## config.mk

```make
export PLATFORM = sky130hd
export DESIGN_NAME = sample_scheduler
export DESIGN_NICKNAME = d
export VERILOG_FILES = /design/src/rtl/sample_scheduler.sv
export SDC_FILE = /design/constraint.sdc
export NUM_CORES = 1
export LEC_CHECK = 0
export CAP_MARGIN = 10
export CORE_ASPECT_RATIO = 1.5
export CORE_MARGIN = 4
export CORE_UTILIZATION = 49
export CTS_BUF_LIST = sky130_fd_sc_hd__clkbuf_8
export DETAILED_ROUTE_END_ITERATION = 10
export PLACE_DENSITY = 0.75
export SKIP_CTS_REPAIR_TIMING = 1
export SLEW_MARGIN = 20
export SYNTH_ARGS = -nofsm -noshare
export SYNTH_HDL_FRONTEND = slang
export SYNTH_SLANG_ARGS = --single-unit
```

## constraint.sdc

```tcl
create_clock -name clk -period 4.4 [get_ports clk]
set_input_delay 0.44 -clock clk [delete_from_list [all_inputs] [get_ports clk]]
set_output_delay 0.44 -clock clk [all_outputs]
set_load 0.05 [all_outputs]
```

## src/rtl/sample_scheduler.sv

```systemverilog
// sample_scheduler: base-tick prescaler, per-channel period counters and a
// round-robin req/ack arbiter that grants one expired channel at a time.
// Build option: define SCHED_OVERRUN_EN to implement sticky per-channel
// overrun detection; otherwise overrun is tied to 0.

module sample_scheduler #(
  parameter int unsigned CLKFREQ  = 100_000_000,
  parameter int unsigned TICKFREQ = 100,
  parameter int unsigned NCH      = 4,
  parameter int unsigned PW       = 8
) (
  input  logic                    clk,
  input  logic                    reset,
  input  logic                    cfg_we,
  input  logic [$clog2(NCH)-1:0]  cfg_ch,
  input  logic [PW-1:0]           cfg_period,
  input  logic                    sample_ack,
  output logic                    tick,
  output logic [NCH-1:0]          sample_req,
  output logic [$clog2(NCH)-1:0]  sample_id,
  output logic                    busy,
  output logic [NCH-1:0]          overrun
);

  localparam int unsigned TICKDIV = CLKFREQ / TICKFREQ;
  localparam int unsigned QW      = (TICKDIV > 1) ? $clog2(TICKDIV) : 1;
  localparam int unsigned IW      = $clog2(NCH);

  typedef enum logic [0:0] {StIdle, StReq} state_e;

  state_e          state;
  logic [QW-1:0]   q;
  logic [IW-1:0]   ptr;
  logic [PW-1:0]   period [NCH];
  logic [PW-1:0]   cnt    [NCH];
  logic [NCH-1:0]  pending;
  logic [NCH-1:0]  expire;
  logic [NCH-1:0]  ack_clr;
  logic [NCH-1:0]  cfg_hit;
  logic            sel_found;
  logic [IW-1:0]   sel_id;

  // Prescaler: tick is registered, high the cycle after q reaches TICKDIV-1
  always_ff @(posedge clk) begin
    if (reset) begin
      q    <= '0;
      tick <= 1'b0;
    end else begin
      tick <= (q == QW'(TICKDIV - 1));
      q    <= (q == QW'(TICKDIV - 1)) ? '0 : q + QW'(1);
    end
  end

  // Per-channel decode of config hits, expiries and ack clears
  always_comb begin
    cfg_hit = '0;
    expire  = '0;
    ack_clr = '0;
    for (int i = 0; i < int'(NCH); i++) begin
      // an out-of-range cfg_ch matches no channel and is dropped
      cfg_hit[i] = cfg_we && (cfg_ch == IW'(i));
      expire[i]  = tick && (period[i] != '0) && (cnt[i] == PW'(1));
      ack_clr[i] = (state == StReq) && sample_ack && (sample_id == IW'(i));
    end
  end

  // Channel countdown and pending flags; a config write overrides everything
  always_ff @(posedge clk) begin
    if (reset) begin
      for (int i = 0; i < int'(NCH); i++) begin
        period[i] <= '0;
        cnt[i]    <= '0;
      end
      pending <= '0;
    end else begin
      for (int i = 0; i < int'(NCH); i++) begin
        if (cfg_hit[i]) begin
          period[i]  <= cfg_period;
          cnt[i]     <= cfg_period;
          pending[i] <= 1'b0;
        end else begin
          if (tick && (period[i] != '0)) begin
            cnt[i] <= (cnt[i] == PW'(1)) ? period[i] : cnt[i] - PW'(1);
          end
          // expiry coinciding with an ack keeps the channel pending
          pending[i] <= expire[i] | (pending[i] & ~ack_clr[i]);
        end
      end
    end
  end

`ifdef SCHED_OVERRUN_EN
  // Sticky overrun: expiry on a channel still pending and not being acked
  always_ff @(posedge clk) begin
    if (reset) begin
      overrun <= '0;
    end else begin
      for (int i = 0; i < int'(NCH); i++) begin
        if (cfg_hit[i]) begin
          overrun[i] <= 1'b0;
        end else if (expire[i] && pending[i] && !ack_clr[i]) begin
          overrun[i] <= 1'b1;
        end
      end
    end
  end
`else
  assign overrun = '0;
`endif

  // Round-robin pick: first pending channel after ptr, wrapping
  always_comb begin
    int unsigned idx;
    sel_found = 1'b0;
    sel_id    = '0;
    idx       = 0;
    for (int off = 1; off <= int'(NCH); off++) begin
      idx = (int'(ptr) + off) % NCH;
      if (!sel_found && pending[idx]) begin
        sel_found = 1'b1;
        sel_id    = IW'(idx);
      end
    end
  end

  // Grant FSM with registered request, id and busy outputs
  always_ff @(posedge clk) begin
    if (reset) begin
      state      <= StIdle;
      ptr        <= IW'(NCH - 1);
      sample_req <= '0;
      sample_id  <= '0;
      busy       <= 1'b0;
    end else begin
      case (state)
        StIdle: begin
          if (sel_found) begin
            sample_req <= {{(NCH-1){1'b0}}, 1'b1} << sel_id;
            sample_id  <= sel_id;
            busy       <= 1'b1;
            state      <= StReq;
          end
        end
        StReq: begin
          if (sample_ack) begin
            ptr        <= sample_id;
            sample_req <= '0;
            busy       <= 1'b0;
            state      <= StIdle;
          end
        end
        default: state <= StIdle;
      endcase
    end
  end

endmodule

```

# Word-level counts from Yosys, hierarchy flattened
# Memory sizes are Yosys's and may differ from the RTL's.
# Index checks and enable logic that the tools add are counted.
[totals] mem_bits_rw=64 mem_count=2 input_bits=14 ff_bits=35
[classes] n_eq_ne=13 n_bitwise=25 addsub=9 reduce_logical=37 magnitude_cmp=4 n_mux=71 shifts=1
[mem_list] memory="cnt" words=4 word_bits=8 rd=4 rd_clocked_by_memory_dff=0 write_ports=4 line_no="35" rtl="logic [PW-1:0] cnt [NCH];"
[mem_list] memory="period" words=4 word_bits=8 rd=4 rd_clocked_by_memory_dff=0 write_ports=4 line_no="34" rtl="logic [PW-1:0] period [NCH];"
[ops] op="8-bit two-way mux" n=16
[ops] op="1-bit two-way mux" n=42
[ops] op="8-bit by 1-bit equality test with 1-bit output (second input constant)" n=4
[ops] op="8-bit nonzero test" n=4
[ops] op="8-bit by 1-bit subtractor with 8-bit output (second input constant)" n=4
[ops] op="20-bit by 1-bit adder with 20-bit output (second input constant)" n=1
[ops] op="20-bit equality test (second input constant)" n=1
[ops] op="1-bit logical AND" n=20
[ops] op="1-bit bitwise OR" n=16
[ops] op="2-bit by 3-bit less-than comparator with 1-bit output (second input constant)" n=4
[ops] op="2-bit OR reduction" n=5
[ops] op="1-bit binary-select mux with 2-bit select" n=4
[ops] op="2-bit equality test (second input constant)" n=4
[ops] op="2-bit two-way mux" n=4
[ops] op="4-bit two-way mux" n=2
[ops] op="4-bit one-hot mux with 2 select lines" n=1
[ops] op="2-bit AND reduction" n=3
[ops] op="1-bit NOT" n=5
[ops] op="2-bit by 1-bit adder with 2-bit output (second input constant)" n=2
[ops] op="2-bit adder (second input constant)" n=2
[ops] op="1-bit AND" n=4
[ops] op="2-bit by 1-bit equality test with 1-bit output (second input constant)" n=2
[ops] op="2-bit zero test" n=2
[ops] op="2-bit inequality test (second input constant)" n=2
[ops] op="other kinds (3)" n=6

# Longest topological paths before layout
# Gate-level depths: netlist of run 1.
[depth] depth_word=16 ltp_mapped=7 depth_no_buf=6

# Worst setup path after synthesis of run 1
# OpenSTA, ideal clock, no wires.
[synth_timing] path_type="input to register" startpoint="input reset" endpoint="memory cnt[1][5] (data pin)" setup_time_ns=0.267 t_arrival_ns=1.841 cell_stages=6 n_path_buf=2 required_time_ns=4.133 setup_slack_ns=2.291 path_cell_list="clkbuf_1 -> clkinv_1 -> o21ai_0 -> or2_2 -> clkbuf_1 -> o31ai_1"
[synth_rtl] element="start, declared" line_no="13" rtl="input logic reset,"
[synth_rtl] element="end, declared" line_no="35"

==> results of run 1 <==
[worst paths after layout]
| path | endpoint | slack (ns) | cells past startpoint |
|---|---|---|---|
| worst max-delay path | cnt[1][1] | 1.96 | 5 |
| worst min-delay path | q[0] | 0.47 | 1 |
| worst max register to register | cnt[3][5] | 2.16 | 4 |
| worst min register to register | q[0] | 0.47 | 1 |
[cells in the final DEF (no fill, tap or decap), types with 15 or more instances in the layout]
| cell | n |
|---|---|
| clkdlybuf4s50_1 | 21 |
| o21ai_0 | 15 |
| nand2_1 | 23 |
| dfxtp_1 | 35 |
| edfxtp_1 | 64 |
| o21bai_1 | 27 |
| nor2_1 | 23 |
| and2_1 | 27 |
| mux2i_1 | 25 |
| a21oi_1 | 16 |
| inv_1 | 32 |
[state kept, by name (all words and copies together) (netlist names)]
signal      cells
ptr             2
cnt            32
busy            1
pending         4
state           1
sample_req      4
sample_id       2
period         32
tick            1
q              20
[cell families (layout without fill, tap and decap cells)]
logic type,Yosys count,count (layout),synth area share [%]
compound gates,102,102,14.1
flops,99,99,51.0
other cells,1,4,0.0729
buf+inv,52,71,4.14
simple gates,173,173,19.7
xor+xnor,23,23,3.92
fa+ha+maj,9,9,2.19
mux,25,25,4.87
[worst max-delay path, stage by stage]
cell	delay [ns]
clkdlybuf4s50_1	0.86
clkinv_1	0.45
o21ai_0	0.17
buf_4	0.21
nand2b_1	0.33
[layer usage]
metal	wire [um]	vias up	part of all wire, %	track usage, %
li1	-	1836	-	-
met1	4590	1749	41	22.0
met2	5880	72	53	33.8
met3	455	16	4.1	4.24
met4	250	0	2.2	7.21
met5	0	-	0	0
[power by group]
part	total (uW)	leakage [uW]	internal, uW	switching, uW
Sequential	1070	0.000929	1030	35.8
Clock	632	0.000107	319	314
Combinational	157	0.00103	62.3	94.6
[cell type report]
class | instances | area share [%]
repair buffers | 22 | 3.83
flip-flops and latches | 99 | 46.1
clock buffers | 9 | 2.18
multi-input cells | 336 | 41.0
clock inverters | 7 | 1.61
inverters | 33 | 2.18
well taps | 141 | 3.10
[per-stage QoR]
stage               total power (uW)  instance area (um2)  worst slack (ns)  hold slack (ns)
global route                    1930                 5690              1.87            0.509
floorplan                       1190                 5150              2.29            0.426
detailed placement              1250                 5460              1.59            0.456
CTS                             1870                 5670              1.97            0.479
finish                          1860                 5690              1.96            0.474
global placement                1240                 5460              1.67            0.454
==> summary.md, run 1 <==
| Metric | Value |
|---|---|
| Critical Path AT | `2.48 ns` |
| Slew Viols, Final | `0` |
| Worst slew margin | `53.7%` |
| Worst-margin pin slew | `0.693 ns` |
| Io pins | `26` |
| Share of layout cells above drive strength 1 | `5.34%` |
| Fin nets | `524` |
| Number of fill cells | `886` |
| DPL Wire Length | `8350 um` |
| Placed cells | `631` |
| Die Ht | `133 um` |
| CTS H-tree lvls | `3` |
| CTS buffer count | `9` |
| Min-Delay Path Class | `reg2reg` |
| Critical path class | `in2reg` |
| Top cells by area, synth | `edfxtp_1 (37%), dfxtp_1 (14%), mux2i_1 (4.9%), o21bai_1 (3.9%), and2_1 (3.3%)` |
| Die width | `91.6 um` |
| Clk slew on worst S/H paths | `0.09 ns` |
| Post-synth ARST share | `0%` |
| Full die area | `12200 um2` |
| Sequential share of the synthesized area | `51.0%` |
| Synth Area per Inst | `10.6 um2` |
| Setup violators final | `0` |
| Unrepaired setup endpoints after global routing | `false` |
| Vias in the first global route | `3754` |
| Port bufs | `21` |
| Routed len/inst | `17.3 um` |
| Initial Util | `50.5%` |
| Core area | `10200 um2` |
| Antenna Cells | `0` |
| CP startpoint kind | `primary input` |
| Rows | `45` |
| CTS Sinks | `99` |
| Top cells by count, synth | `edfxtp_1 (64), dfxtp_1 (35), inv_1 (32), and2_1 (27), o21bai_1 (27)` |
| Most frequent cell after synthesis | `edfxtp_1` |
| Vias | `3673` |
| Residual DRC | `0` |
| R2r startpoint | `cnt[3][2]` |
| DR iter-0 viols | `202` |
| Leak | `0.00207 uW` |
| Longest Clk Path Bufs | `2` |
| Via-per-instance ratio | `5.68` |
| CP endpoint kind | `flip-flop` |
| Max-cap violations | `0` |
| Syn-to-layout area delta | `10.6%` |
| Hold Crit Start | `q[0]` |
| GRT Overall Usage | `19.0%` |
| Crit path from | `reset` |
| Initial antenna violation count | `0` |
| Tcrit/Tclk final | `55.4%` |
| Synth Cell Area | `5140 um2` |
| CP required | `4.44 ns` |
| Clk_lat worst skew | `0.37 ns` |
| Multi-input gate area | `2330 um2` |
| Synth area leader | `edfxtp_1` |
| Drt total wl | `11200 um` |
| Synth top area share | `37.4%` |
| Worst Skew | `0.00865 ns` |
| Primary FF master, synth | `edfxtp_1` |
| EDFF count, synth | `64` |
| Count of cell types in the netlist | `56` |
| Min cycle time layout | `2.44 ns` |
| DR pass1 iterations | `4` |
| CTS tree | `yes` |
| Largest net degree at the start of global routing | `19` |
| Post-synthesis register bit count | `99` |
| First-pass GRT wire length | `18400 um` |
| Setup Total Neg Slack | `0 ns` |
| Crit-path max FO | `16` |
| Post-synthesis instance total | `484` |
| Final std cells w/o fill | `647` |
| Synth warn | `0` |
| Root Driver | `clkbuf_8` |
| FF+latch area | `2620 um2` |
| P per Cell Area | `327 nW/um2` |
| Final ANT Viol Nets | `0` |
| Total gr overflow | `0` |
| Status | `finished clean` |
| Final Hold Viols | `0` |
| Fmax | `0.410 GHz` |
| Worst VDD drop | `0.205 mV` |
| Post-layout util | `55.8%` |
| GP Congestion | `0.802` |
Power figures use the tool's default switching activity.
==> inputs of run 2 (changes only) <==
--- a/config.mk
+++ b/config.mk
@@ -11,7 +11,7 @@
 export CORE_UTILIZATION = 49
 export CTS_BUF_LIST = sky130_fd_sc_hd__clkbuf_8
 export DETAILED_ROUTE_END_ITERATION = 10
-export PLACE_DENSITY = 0.75
+export PLACE_DENSITY = 0.78
 export SKIP_CTS_REPAIR_TIMING = 1
 export SLEW_MARGIN = 20
 export SYNTH_ARGS = -nofsm -noshare
==> constraint.sdc (replaced) <==
create_clock -name clk -period 2.2 [get_ports clk]
set_input_delay 0.22 -clock clk [delete_from_list [all_inputs] [get_ports clk]]
set_output_delay 0.22 -clock clk [all_outputs]
set_load 0.05 [all_outputs]
==> run 2 against run 1 <==
  * Register-to-register slack worse by 2.1 ns
  * Total power up 100%
  * Die area unchanged
  * Via count up 5.2%
  * Routed wire length up 0.97%
  * First-iteration DRC count down 3.0%
  * Worst setup slack worse by 1.9 ns
  * Worst hold slack about the same
  * Sequential cell count unchanged
  * Non-clock buffer count up 17
  * Clock skew up 0.0070 ns
  * Critical path depth down 1
  * Critical path type is now reg2reg
  * Largest power group unchanged
==> summary.md, run 2 (synthesized netlist as in run 1, its figures left out) <==
| Metric | Value |
|---|---|
| Status | `finished clean (unchanged)` |
| Die width | `91.6 um (unchanged)` |
| Share of layout cells above drive strength 1 | `8.03% (was 5.34%)` |
| Initial Util | `50.5% (unchanged)` |
| Initial antenna violation count | `0 (unchanged)` |
| Setup violators final | `0 (unchanged)` |
| Die Ht | `133 um (unchanged)` |
| Via-per-instance ratio | `5.82 (was 5.68)` |
| First-pass GRT wire length | `18300 um (was 18400 um)` |
| Largest net degree at the start of global routing | `17 (was 19)` |
| Critical Path AT | `2.23 ns (was 2.48 ns)` |
| Worst Skew | `0.0156 ns (was 0.00865 ns)` |
| Crit-path max FO | `7 (was 16)` |
| GRT Overall Usage | `18.8% (was 19.0%)` |
| Worst setup margin | `0.0835 ns (was 1.96 ns)` |
| DP Worst Slack | `0.104 ns (was 1.59 ns)` |
| Slew Viols, Final | `0 (unchanged)` |
| DPL Wire Length | `8420 um (was 8350 um)` |
| DRT met1 WL | `4570 um (was 4590 um)` |
| Max-cap violations | `0 (unchanged)` |
| Final Hold Viols | `0 (unchanged)` |
| Worst-margin pin slew | `0.564 ns (was 0.693 ns)` |
| Fin nets | `541 (was 524)` |
| Worst VDD drop | `0.496 mV (was 0.205 mV)` |
| Clk_lat worst skew | `0.36 ns (was 0.37 ns)` |
| Vias | `3864 (was 3673)` |
| Clk slew on worst S/H paths | `0.10 ns (was 0.09 ns)` |
| Longest Clk Path Bufs | `2 (unchanged)` |
| WL met3 | `522 um (was 455 um)` |
| Min cycle time layout | `2.12 ns` |
| Top flop regs | `cnt: 32 flops, period: 32 flops, q: 20 flops (unchanged)` |
| CTS buffer count | `9 (unchanged)` |
| Antenna Cells | `0 (unchanged)` |
| DR WL met2 | `5850 um (was 5880 um)` |
| DR pass1 iterations | `6 (was 4)` |
| CP startpoint kind | `flip-flop (was primary input)` |
| P per Cell Area | `644 nW/um2 (was 327 nW/um2)` |
| Setup Total Neg Slack | `0 ns (unchanged)` |
| Tcrit/Tclk final | `96.2%` |
| Drt total wl | `11300 um (was 11200 um)` |
| Fmax | `0.472 GHz` |
| CP endpoint kind | `flip-flop (unchanged)` |
| Most frequent cells in the layout | `edfxtp_1 (64), dfxtp_1 (35), inv_1 (34), and2_1 (27), o21bai_1 (27) (was edfxtp_1 (64), dfxtp_1 (35), inv_1 (32), and2_1 (27), o21bai_1 (27))` |
| Port bufs | `21 (unchanged)` |
| Syn-to-layout area delta | `12.9% (was 10.6%)` |
| Vias in the first global route | `3856 (was 3754)` |
| CTS H-tree lvls | `3 (unchanged)` |
| Routed len/inst | `17.0 um (was 17.3 um)` |
| Leak | `0.00216 uW (was 0.00207 uW)` |
| Commonest non-fill, non-tap cell in the layout | `edfxtp_1 (unchanged)` |
| Residual DRC | `0 (unchanged)` |
| Full die area | `12200 um2 (unchanged)` |
| Unrepaired setup endpoints after global routing | `false (unchanged)` |
| Total gr overflow | `0 (unchanged)` |
| Worst slew margin | `62.0% (was 53.7%)` |
| Number of fill cells | `856 (was 886)` |
| CTS tree | `yes (unchanged)` |
| Rows | `45 (unchanged)` |
| Io pins | `26 (unchanged)` |
| DR iter-0 viols | `196 (was 202)` |
| CP required | `2.31 ns (was 4.44 ns)` |
| Core area | `10200 um2 (unchanged)` |
| Highest metal used | `met4 (unchanged)` |
| Final ANT Viol Nets | `0 (unchanged)` |
| Min-Delay Path Class | `reg2reg (unchanged)` |
| Root Driver | `clkbuf_8 (unchanged)` |
| GP Congestion | `0.874 (was 0.802)` |
| CTS Sinks | `99 (unchanged)` |
| Critical path class | `reg2reg (was in2reg)` |
[run 2: worst max-delay path, stage by stage, from the launching register on]
cell and delay (ns):
edfxtp_1 0.43, or4_1 0.69, nor3_4 0.43, mux2i_1 0.24
o21bai_1 0.07
[run 2: worst paths after layout]
kind / from / to / slack (ns) / depth (start not counted)
worst max-delay path: cnt[1][4] / cnt[1][3] / 0.08 / 4
worst min-delay path: q[0] / q[0] / 0.47 / 1
worst max register to register: cnt[1][4] / cnt[1][3] / 0.08 / 4
worst min register to register: q[0] / q[0] / 0.47 / 1
[run 2: area by class of cell]
class                   instances  area [um2]  area share [%]
well taps                     141         176            3.04
clock inverters                 6        80.1            1.38
repair buffers                 39         345            5.95
multi-input cells             336        2320            40.0
inverters                      33         124            2.13
clock buffers                  10         138            2.37
flip-flops and latches         99        2620            45.2
[run 2: per-layer routing]
metal	GRT usage, %	up-vias
li1	-	1858
met2	33.1	124
met3	3.33	29
met4	9.40	0
met5	0	-
met1	21.8	1853
[run 2: metrics by stage]
step / hold slack [ns] / std cells / area, um2 / total power [uW] / util [%]
4_1_cts: 0.471 / 664 / 5800 / 3750 / 57.0
5_1_grt: 0.498 / 664 / 5810 / 3870 / 57.0
3_3_place_gp: 0.440 / 648 / 5590 / 2490 / 54.8
6_report: 0.473 / 664 / 5810 / 3740 / 57.0
3_5_place_dp: 0.451 / 648 / 5590 / 2510 / 54.8
2_1_floorplan: 0.324 / 487 / 5150 / 2380 / -
[run 2: power by group]
| part | total, uW | internal [uW] | switching, uW |
|---|---|---|---|
| clock network | 1270 | 666 | 607 |
| registers | 2140 | 2070 | 71.8 |
| logic | 333 | 140 | 193 |
| total | 3740 | 2870 | 872 |
==> inputs of run 3 (changes only) <==
--- a/config.mk
+++ b/config.mk
@@ -7,10 +7,10 @@
 export LEC_CHECK = 0
 export CAP_MARGIN = 10
 export CORE_ASPECT_RATIO = 1.5
-export CORE_MARGIN = 4
 export CORE_UTILIZATION = 49
 export CTS_BUF_LIST = sky130_fd_sc_hd__clkbuf_8
 export DETAILED_ROUTE_END_ITERATION = 10
+export HOLD_SLACK_MARGIN = 0.08
 export PLACE_DENSITY = 0.78
 export SKIP_CTS_REPAIR_TIMING = 1
 export SLEW_MARGIN = 20
==> run 3 against run 2 <==
  * Critical path depth is the same
  * Cell count down 0.45%
  * Non-clock buffer count is 3 lower
  * Via count down 1.9%
  * Largest cell class unchanged
  * Worst setup slack better by 0.055 ns
  * Critical path type unchanged
  * Sequential power about the same
  * First-iteration DRC count grew 0.51%
  * Clock skew fell by 0.0079 ns
  * Global-route usage up 3.0 points
==> summary.md, run 3 (synthesized netlist as in run 1, its figures left out) <==
| Metric | Value |
|---|---|
| Worst-margin pin slew | `0.581 ns (was 0.564 ns)` |
| Antenna Cells | `0 (unchanged)` |
| CP max stage delay | `0.70 ns (was 0.69 ns)` |
| Full die area | `10900 um2 (was 12200 um2)` |
| Most frequent cells in the layout | `edfxtp_1 (64), dfxtp_1 (35), inv_1 (33), and2_1 (27), o21bai_1 (27) (was edfxtp_1 (64), dfxtp_1 (35), inv_1 (34), and2_1 (27), o21bai_1 (27))` |
| CTS buffer count | `9 (unchanged)` |
| Syn-to-layout area delta | `11.6% (was 12.9%)` |
| Top delay family on crit path | `simple AND/OR/NAND/NOR gates (unchanged)` |
| CTS Sinks | `99 (unchanged)` |
| GR Util met1 | `25.3% (was 21.8%)` |
| CTS H-tree lvls | `3 (unchanged)` |
| Final ANT Viol Nets | `0 (unchanged)` |
| Vias in the first global route | `3949 (was 3856)` |
| Largest net degree at the start of global routing | `17 (unchanged)` |
| Initial antenna violation count | `0 (unchanged)` |
| Clk slew on worst S/H paths | `0.09 ns (was 0.10 ns)` |
| Leak | `0.00213 uW (was 0.00216 uW)` |
| Worst slew margin | `60.9% (was 62.0%)` |
| Worst path bufs/invs | `0 (unchanged)` |
| Slew Viols, Final | `0 (unchanged)` |
| Commonest non-fill, non-tap cell in the layout | `edfxtp_1 (unchanged)` |
| GP Congestion | `0.858 (was 0.874)` |
| Worst VDD drop | `0.464 mV (was 0.496 mV)` |
| Min-Delay Path Class | `reg2reg (unchanged)` |
| CTS tree | `yes (unchanged)` |
| Critical path class | `reg2reg (unchanged)` |
| Unrepaired setup endpoints after global routing | `false (unchanged)` |
| CP endpoint kind | `flip-flop (unchanged)` |
| Root Driver | `clkbuf_8 (unchanged)` |
| Drt total wl | `11000 um (was 11300 um)` |
| CP required | `2.32 ns (was 2.31 ns)` |
| Setup Total Neg Slack | `0 ns (unchanged)` |
| Tcrit/Tclk final | `93.7% (was 96.2%)` |
| DR pass1 iterations | `5 (was 6)` |
| Port bufs | `21 (unchanged)` |
| Slowest cell on the critical path | `or4_1 (unchanged)` |
| Fin nets | `538 (was 541)` |
| Status | `finished clean (unchanged)` |
| Total gr overflow | `0 (unchanged)` |
| Worst R2R Path Depth | `4 (unchanged)` |
| Worst path depth | `4 (unchanged)` |
| Via-per-instance ratio | `5.73 (was 5.82)` |
| Initial Util | `50.5% (unchanged)` |
| CP cell instances | `or4_1, nor3_4, mux2i_1, o21bai_1 (unchanged)` |
| Rows | `45 (unchanged)` |
| DPL Wire Length | `8310 um (was 8420 um)` |
| Critical Path AT | `2.18 ns (was 2.23 ns)` |
| Die Ht | `127 um (was 133 um)` |
| Residual DRC | `0 (unchanged)` |
| GRT Overall Usage | `21.9% (was 18.8%)` |
| Total power | `3500 uW (was 3740 uW)` |
| Worst Skew | `0.00773 ns (was 0.0156 ns)` |
| Max-cap violations | `0 (unchanged)` |
| Die width | `85.6 um (was 91.6 um)` |
| Crit-path max FO | `7 (unchanged)` |
| Reg2reg setup slack | `0.14 ns (was 0.08 ns)` |
| P per Cell Area | `611 nW/um2 (was 644 nW/um2)` |
| Final Hold Viols | `0 (unchanged)` |
| Grt met3 use | `3.36% (was 3.33%)` |
| Core area | `10200 um2 (unchanged)` |
| First-pass GRT wire length | `18500 um (was 18300 um)` |
| Vias | `3789 (was 3864)` |
| Fmax | `0.485 GHz (was 0.472 GHz)` |
| Routed len/inst | `16.6 um (was 17.0 um)` |
| Min cycle time layout | `2.06 ns (was 2.12 ns)` |
| DR iter-0 viols | `197 (was 196)` |
| CP startpoint kind | `flip-flop (unchanged)` |
| Cells on Worst Hold Path | `1 (unchanged)` |
| Top flop regs | `cnt: 32 flops, period: 32 flops, q: 20 flops (unchanged)` |
| Hold Slack | `0.467 ns (was 0.473 ns)` |
| Share of layout cells above drive strength 1 | `7.88% (was 8.03%)` |
| GR Layer Usage met2 | `38.5% (was 33.1%)` |
| Clk_lat worst skew | `0.38 ns (was 0.36 ns)` |
| Setup violators final | `0 (unchanged)` |
| GR peak layer | `met2 (unchanged)` |
| Longest Clk Path Bufs | `2 (unchanged)` |
| Io pins | `26 (unchanged)` |
-- run 3: changes by cell type in the layout (fill, tap and decap cells not counted), sizes merged --
cell | previous run | this run
clkbuf | 10 | 9
inv | 36 | 35
clkinv | 1 | 5
buf | 18 | 15
bufinv | 2 | 0
-- run 3: worst register-to-register path, delay by kind of cell, from the launching register on --
| family | cells | cell delay [ns] |
|---|---|---|
| DFF | 1 | 0.44 |
| and+or+nand+nor | 2 | 1.07 |
| AOI/OAI and AO/OA | 1 | 0.09 |
| muxes | 1 | 0.23 |
-- run 3: final timing paths --
path | from | to
setup / recovery | cnt[1][4] | cnt[1][3]
hold reg to reg | q[0] | q[0]
setup reg to reg | cnt[1][4] | cnt[1][3]
hold / removal | q[0] | q[0]
-- run 3: area by class of cell --
type / count / area, um2
Inverter: 33 / 124
Multi-Input combinational cell: 336 / 2330
Tap cell: 141 / 176
Fill cell: 889 / 4450
Timing Repair Buffer: 36 / 323
Clock buffer: 9 / 124
Clock inverter: 7 / 42.5
Sequential cell: 99 / 2620
-- run 3: per-layer routing --
| layer | up-vias | wire length, um |
|---|---|---|
| li1 | 1850 | - |
| met1 | 1822 | 4460 |
| met5 | - | 0 |
| met2 | 94 | 5670 |
| met4 | 0 | 329 |
| met3 | 23 | 515 |
-- run 3: metrics by stage --
| step | area [um2] | utilization [%] | setup slack [ns] | std cells |
|---|---|---|---|---|
| finish | 5740 | 56.3 | 0.138 | 661 |
| global route | 5740 | 56.3 | 0.0241 | 661 |
| CTS | 5730 | 56.2 | 0.0748 | 661 |
| detailed placement | 5560 | 54.6 | 0.0854 | 645 |
| global placement | 5560 | 54.6 | 0.162 | 645 |
| floorplan | 5150 | - | 0.153 | 487 |
-- run 3: where the power goes --
part / switching, uW / internal, uW
Combinational: 193 / 137
Clock: 633 / 408
Sequential: 68.8 / 2060
Total: 895 / 2610
